## src/rtl/baud_gen_frac.sv

```systemverilog
// Fractional-divisor baud tick generator: oversampled RX tick, bit-rate TX tick,
// runtime divisor load with handshake, RX phase resync and tick enable.

module baud_gen_frac_chain #(
  parameter int unsigned CNT_W  = 16,
  parameter int unsigned FRAC_W = 4,
  parameter int unsigned PH_W   = 4
) (
  input  logic              clk_i,
  input  logic              rst_i,
  input  logic              en_i,
  input  logic              clr_i,
  input  logic              load_i,
  input  logic [CNT_W-1:0]  div_int_i,
  input  logic [FRAC_W-1:0] div_frac_i,
  output logic              tick_o,
  output logic [PH_W-1:0]   phase_o
);

  logic [CNT_W-1:0]  cnt_q, cnt_d, limit;
  logic [FRAC_W-1:0] acc_q, acc_d;
  logic              ext_q, ext_d;
  logic [PH_W-1:0]   phase_q, phase_d;
  logic              zero;

  assign zero    = (cnt_q == '0);
  assign tick_o  = zero && en_i;
  assign phase_o = phase_q;
  // Period end uses the carry latched at the previous tick; limit >= 1 since div_int >= 2.
  assign limit   = div_int_i - CNT_W'(1) + CNT_W'(ext_q);

  always_comb begin
    cnt_d   = cnt_q;
    acc_d   = acc_q;
    ext_d   = ext_q;
    phase_d = phase_q;
    if (clr_i) begin
      cnt_d   = '0;
      acc_d   = '0;
      ext_d   = 1'b0;
      phase_d = '0;
    end else if (load_i) begin
      cnt_d   = CNT_W'(1);
      acc_d   = '0;
      ext_d   = 1'b0;
      phase_d = PH_W'(1);
    end else if (en_i) begin
      if (zero) begin
        {ext_d, acc_d} = {1'b0, acc_q} + {1'b0, div_frac_i};
        phase_d        = phase_q + PH_W'(1);
      end
      cnt_d = (cnt_q == limit) ? '0 : cnt_q + CNT_W'(1);
    end
  end

  always_ff @(posedge clk_i) begin
    if (rst_i) begin
      cnt_q   <= '0;
      acc_q   <= '0;
      ext_q   <= 1'b0;
      phase_q <= '0;
    end else begin
      cnt_q   <= cnt_d;
      acc_q   <= acc_d;
      ext_q   <= ext_d;
      phase_q <= phase_d;
    end
  end

endmodule

module baud_gen_frac #(
  parameter int unsigned CNT_W        = 16,
  parameter int unsigned FRAC_W       = 4,
  parameter int unsigned OVS          = 16,
  parameter int unsigned RST_DIV_INT  = 13,
  parameter int unsigned RST_DIV_FRAC = 8,
  parameter int unsigned PH_W         = $clog2(OVS)
) (
  input  logic              clk,
  input  logic              rst,
  input  logic              en,
  input  logic              cfg_valid,
  output logic              cfg_ready,
  input  logic [CNT_W-1:0]  cfg_div_int,
  input  logic [FRAC_W-1:0] cfg_div_frac,
  output logic              cfg_err,
  input  logic              rx_resync,
  output logic              rx_enb,
  output logic [PH_W-1:0]   rx_phase,
  output logic              tx_enb
);

  typedef enum logic {CFG_IDLE, CFG_PEND} cfg_state_t;

  cfg_state_t        state_q;
  logic [CNT_W-1:0]  div_int_q, pend_int_q;
  logic [FRAC_W-1:0] div_frac_q, pend_frac_q;
  logic              cfg_err_q;
  logic              accept, bad_div, apply;
  logic              tx_tick;
  logic [PH_W-1:0]   tx_phase;

  assign accept    = cfg_valid && (state_q == CFG_IDLE);
  assign bad_div   = (cfg_div_int < CNT_W'(2));
  assign tx_enb    = tx_tick && (tx_phase == '0);
  // With en low there is no tick to wait for, so a pending divisor lands at once.
  assign apply     = (state_q == CFG_PEND) && (!en || tx_enb);
  assign cfg_ready = (state_q == CFG_IDLE);
  assign cfg_err   = cfg_err_q;

  always_ff @(posedge clk) begin
    if (rst) begin
      state_q     <= CFG_IDLE;
      div_int_q   <= CNT_W'(RST_DIV_INT);
      div_frac_q  <= FRAC_W'(RST_DIV_FRAC);
      pend_int_q  <= '0;
      pend_frac_q <= '0;
      cfg_err_q   <= 1'b0;
    end else begin
      cfg_err_q <= accept && bad_div;
      case (state_q)
        CFG_IDLE: begin
          if (accept && !bad_div) begin
            pend_int_q  <= cfg_div_int;
            pend_frac_q <= cfg_div_frac;
            state_q     <= CFG_PEND;
          end
        end
        CFG_PEND: begin
          if (apply) begin
            div_int_q  <= pend_int_q;
            div_frac_q <= pend_frac_q;
            state_q    <= CFG_IDLE;
          end
        end
        default: state_q <= CFG_IDLE;
      endcase
    end
  end

  baud_gen_frac_chain #(
    .CNT_W  (CNT_W),
    .FRAC_W (FRAC_W),
    .PH_W   (PH_W)
  ) u_rx_chain (
    .clk_i      (clk),
    .rst_i      (rst),
    .en_i       (en),
    .clr_i      (rx_resync || apply),
    .load_i     (1'b0),
    .div_int_i  (div_int_q),
    .div_frac_i (div_frac_q),
    .tick_o     (rx_enb),
    .phase_o    (rx_phase)
  );

  // Applying on a live tick: that tick counts as cycle 0 of the new divisor.
  baud_gen_frac_chain #(
    .CNT_W  (CNT_W),
    .FRAC_W (FRAC_W),
    .PH_W   (PH_W)
  ) u_tx_chain (
    .clk_i      (clk),
    .rst_i      (rst),
    .en_i       (en),
    .clr_i      (apply && !en),
    .load_i     (apply && en),
    .div_int_i  (div_int_q),
    .div_frac_i (div_frac_q),
    .tick_o     (tx_tick),
    .phase_o    (tx_phase)
  );

endmodule

```

## config.mk

```make
export PLATFORM = sky130hd
export DESIGN_NAME = baud_gen_frac
export DESIGN_NICKNAME = d
export VERILOG_FILES = /design/src/rtl/baud_gen_frac.sv
export SDC_FILE = /design/constraint.sdc
export NUM_CORES = 1
export LEC_CHECK = 0
export ABC_AREA = 0
export CORE_UTILIZATION = 30
export CTS_BUF_LIST = sky130_fd_sc_hd__clkbuf_8
export DETAILED_ROUTE_END_ITERATION = 16
export GPL_ROUTABILITY_DRIVEN = 1
export SLEW_MARGIN = 40
export SYNTH_ARGS = -nofsm -noshare
export SYNTH_HDL_FRONTEND = slang
export SYNTH_SLANG_ARGS = --single-unit
```

## constraint.sdc

```tcl
create_clock -name clk -period 4.6 [get_ports clk]
set_input_delay 0.69 -clock clk [delete_from_list [all_inputs] [get_ports clk]]
set_output_delay 0.69 -clock clk [all_outputs]
set_load 0.02 [all_outputs]
```

; ---- After elaboration in Yosys (flattened, before gate mapping)
; Cells that the tools add are included.
; W data, S select, Z words.
[totals]
input_bits = 25
register_bits = 92
elab_cells = 65
output_inout_bits = 8
[op_classes]
eq_ne = 2
order_cmp = 1
bitwise_logic = 1
add_sub_neg = 9
n_reduce_logical = 26
mux = 10
[op_table]
columns = operator, count
row1 = $add A16 B1 Y16, 2
row2 = $add A16 B1 Y16 const B, 2
row3 = $eq A16 B16 Y1, 2
row4 = $logic_not A16 Y1, 2
row5 = $mux W16, 2
row6 = $lt A16 B2 Y1 const B, 1
row7 = $sub A16 B1 Y16 const B, 1
row8 = $add A4 B4 Y5, 2
row9 = $reduce_and A2 Y1, 5
row10 = $logic_and A1 B1 Y1, 9
row11 = $add A4 B1 Y4 const B, 2
row12 = $mux W1, 7
row13 = $logic_not A4 Y1, 1
row14 = $reduce_bool A2 Y1, 2
row15 = $reduce_or A2 Y1, 2
row16 = $reduce_or A3 Y1, 1
row17 = $logic_not A1 Y1, 2
row18 = $logic_or A1 B1 Y1, 2
row19 = $pmux W1 S2, 1
row20 = $not A1 Y1, 1

; ---- Logic depth before layout (Yosys ltp)
[logic_depth]
depth_word = 8
depth_mapped = 15
depth_no_buf = 11

; ---- Modules after synthesis
; From an unflattened synthesis, not the netlist that was laid out.
[unflattened]
hier_cells = 628
area_unflattened_um2 = 5521.5
[by_module_without_submodules]
columns = mod, area_each_um2, instances, seq_area_each_um2, cells_per_inst
row1 = baud_gen_frac_chain (u_tx_chain), 1913.1, 1, 500.5, 226
row2 = baud_gen_frac_chain (u_rx_chain), 1850.5, 1, 500.5, 228
row3 = baud_gen_frac, 1757.9, 1, 840.8, 174

; ---- Worst setup path before layout
; No wires, ideal clock.
[synth_path]
kind = register -> register
from = reg div_int_q[0]
to = reg u_tx_chain.cnt_q[10]
path_buffers = 5
period_less_slack_ps = 4204
t_required_ps = 4468
setup_slack_ps = 396
path_stages_with_launch = 16
t_arrival_ps = 4072
setup_ps = 132
path_cell_list = dfxtp_1 clkbuf_1 inv_1 ha_1 buf_2 or4b_1 buf_4 or4_1 buf_2 a211o_1 a211o_1 or3_1 a2111o_1 a2111oi_4 buf_6 nor3_1
[synth_via]
elab_chain_len = 4
[synth_rtl]
columns = item, line_no
row1 = "start, declared", 97  ; logic [CNT_W-1:0] div_int_q, pend_int_q;
row2 = "start signal, assigned", 115  ; div_int_q <= CNT_W'(RST_DIV_INT);
row3 = "start signal, assigned", 132  ; div_int_q <= pend_int_q;
row4 = $sub A16 B1 Y16, 30  ; assign limit = div_int_i - CNT_W'(1) + CNT_W'(ext_q);
row5 = $add A16 B1 Y16, 30
row6 = $eq A16 B16 Y1, 52  ; cnt_d = (cnt_q == limit) ? '0 : cnt_q + CNT_W'(1);
row7 = $mux W16, 52
row8 = "end signal, assigned", 63  ; cnt_q <= cnt_d;
row9 = "end, declared", 20  ; logic [CNT_W-1:0] cnt_q, cnt_d, limit;
; No other way between the ends.
; A chain may end at the register's enable or synchronous reset.

; ---- Worst setup path in the final report
[layout_path]
from = reg div_int_q[0]
to = reg u_tx_chain.cnt_q[8]
; Same word-level chain as after synthesis.

==> flow_summary.ini <==
[global_routing]
globalRoute.totalOverflow = 0
antenna_found_initial = 0
grt_max_degree = 33
grt_usage_pct = 14.8
grt_pass1_vias = 4535
grt_first_pass_wirelength_um = 23500

[die]
initial_core_util_pct = 30.8
die_area_mm2 = 0.0199
core_region_area_mm2 = 0.0188
die_y_um = 141
rows = 50
ios = 33
die_w_um = 141

[yosys]
syn_inst = 689
synth_edf_count = 0
ys_types = 64
yosysWarningCount = 0
syn-num-nets = 736
yosys.area.top_type_share_pct = 31.8
synthArstFlopShare_pct = 0
synth.avg_cell_area_um2 = 8.41
netlist_area_mm2 = 0.00579
ys_top_cells_by_count = dfxtp_1, nand2_1, nor2_1
ys_seq_area_share_pct = 31.8
synth_ff_type = dfxtp_1
synthTopCellsByArea = dfxtp_1, xor2_1, xnor2_1
synth.most_common_cell = dfxtp_1
synth_top_area_cell = dfxtp_1
synth-seq-cells = 92

[cts]
postCtsSetupBuffers = 0
cts.path.max_buffers = 2
numCtsBuffers = 9
cts_root_buf = clkbuf_8
cts_sinks = 92
cts_tree = yes
htreeDepth = 3
clkLatencyLatePin_ns = 0.38
cts.clk_slew.worst_paths_ns = 0.10
ctsHoldBuffers = 0
cts_resized = 0

[worst_setup_path]
cp-end-kind = flop
timing.critical_path.mode_cell = a211o_1
crit_chain = inv_1 -> ha_1 -> or4b_1 -> or4_1 -> a211o_1 -> a211o_1 -> or3_1 -> a2111o_1 -> a2111oi_4 -> buf_4 -> nor3_1
startpoint = div_int_q[0]
crit_arrival_ns = 4.50
endpoint = u_tx_chain.cnt_q[8]
cpPeakStageDelay_ns = 0.59
r2r_start = div_int_q[0]
ff2ff_path_depth = 11
critPathLaunchType = flop
crit_type = reg2reg
cp_slowest_cell = or4_1
r2r-end = u_tx_chain.cnt_q[8]
cp.required_ns = 4.87
crit_fanout = 14
reg2reg_slack_ns = 0.36

[layout]
nets = 751
diodes = 0
layout.cells.non_filler = 969
drive_gt1_share_pct = 6.21
fin_util_pct = 34.9
syn_to_final_growth_pct = 13.6
fill_cells = 1997

[routing]
wl_um = 13900
ant_nets = 0
firstDrtPassIters = 5
wl_per_cell_um = 14.4
drcViolationCount = 0
drt_iter0_markers = 220
vias = 4825
viasPerCell = 4.98

[timing]
fin_crit_sh_pct = 92.1
slew_violations = 0
setup-tns-final_ns = 0
finalSetupViolCount = 0
rsz0062_at_grt = false
relSlewSlack_pct = 54.2
hold_viol = 0
fmax_mhz = 236
skew_ns = 0.0134
fin_crit_ns = 4.24
worst_slew_pin_slew_ns = 0.681

[placement]
dp_cells = 953
io_buffers = 32
gp_congestion = 0.837
dp_hpwl_um = 10400

[run_status]
status = complete, no violations

[worst_hold_path]
min_from = pend_int_q[10]
min_path_type = reg2reg

[power_and_ir_drop]
power_leakage_nw = 2.38
peakVddDrop_v = 0.000290
p_per_area_mw_per_mm2 = 262

[run]
cap_violations = 0
==> how the worst min path moves through the flow <==
| stage | end | slack [ns] | depth (start not counted) |
|---|---|---|---|
| 2_1_floorplan | div_int_q[14] | 0.43 | 2 |
| 3_3_place_gp | div_int_q[15] | 0.44 | 2 |
| 3_5_place_dp | div_int_q[15] | 0.44 | 2 |
| 6_report | div_int_q[10] | 0.46 | 2 |
| 5_1_grt | div_int_q[9] | 0.49 | 2 |
| 4_1_cts | div_int_q[15] | 0.46 | 2 |
==> where the power goes <==
part | total (mW) | leakage, nW | internal (mW) | switching [mW]
Sequential | 0.866 | 0.748 | 0.829 | 0.0367
Combinational | 0.281 | 1.53 | 0.126 | 0.155
Clock | 0.576 | 0.105 | 0.261 | 0.316
Total | 1.72 | 2.38 | 1.22 | 0.508
==> layout by cell type, fill, tap and decap left out, types with 5 or more instances in the layout <==
cell type / instances
a211o_1: 6
a211oi_1: 9
a21o_1: 5
a21oi_1: 33
and3_1: 14
buf_4: 19
clkbuf_8: 9
clkdlybuf4s50_1: 32
dfxtp_1: 92
ha_1: 20
inv_1: 26
mux2i_1: 23
nand2_1: 72
nand2b_1: 7
nand3_1: 16
nand4_1: 13
nor2_1: 52
nor3_1: 41
nor3b_1: 6
nor4_1: 16
o211ai_1: 6
o21ai_0: 15
or3_1: 10
or4_1: 8
xnor2_1: 38
xnor3_1: 9
xor2_1: 40
==> worst max-delay path: cells and delay by family (launching register included) <==
family	cells	cell delay [ns]
buf+inv	2	0.42
fa+ha+maj	1	0.36
simple gates	4	1.52
compound gates	4	1.42
flops	1	0.40
==> per-layer routing <==
layer  wire (um)  part of all wire (%)  track usage [%]  up-vias
li1            -                     -                -     2467
met5           0                     0                0        -
met4         284                   2.0             4.41        0
met1        6760                    49             19.7     2247
met2        6330                    45             23.9       93
met3         552                   4.0             3.43       18
==> state kept, by name (all words and copies together), names as in the netlist <==
signal and flops:
u_tx_chain.acc_q 4, u_tx_chain.cnt_q 16, u_rx_chain.ext_q 1, pend_frac_q 4, cfg_err 1, div_int_q 16
u_rx_chain.cnt_q 16, u_tx_chain.ext_q 1, u_rx_chain.acc_q 4, pend_int_q 16, u_rx_chain.phase_o 4, u_tx_chain.phase_o 4
div_frac_q 4, state_q 1
==> cell type report <==
class	count	area [um2]	area share [%]
Multi-Input combinational cell	524	3650	55.4
Inverter	26	97.6	1.48
Sequential cell	92	1840	28.0
Clock buffer	9	124	1.88
Tap cell	260	325	4.94
Clock inverter	7	81.3	1.24
Timing Repair Buffer	51	463	7.04
==> stage by stage <==
step,power [mW],area [um2],hold WS [ns],worst slack (ns)
floorplan,1.07,5790,0.431,0.396
CTS,1.74,6580,0.465,0.388
global placement,1.16,6370,0.443,0.490
detailed placement,1.16,6370,0.445,0.409
finish,1.72,6580,0.465,0.361
global route,1.81,6580,0.490,0.138
==> cells by family (layout without fill, tap and decap cells) <==
| family | count (synthesis) | count (layout) | share of synthesized area [%] |
|---|---|---|---|
| muxes | 24 | 24 | 4.17 |
| buffers and inverters | 73 | 93 | 5.27 |
| DFF | 92 | 92 | 31.8 |
| adders and majority gates | 22 | 22 | 5.01 |
| xor gates and xnor gates | 89 | 89 | 16.1 |
| and+or+nand+nor | 281 | 281 | 24.8 |
| AOI/OAI and AO/OA | 108 | 108 | 12.8 |
(Power assumes the default switching activity.)
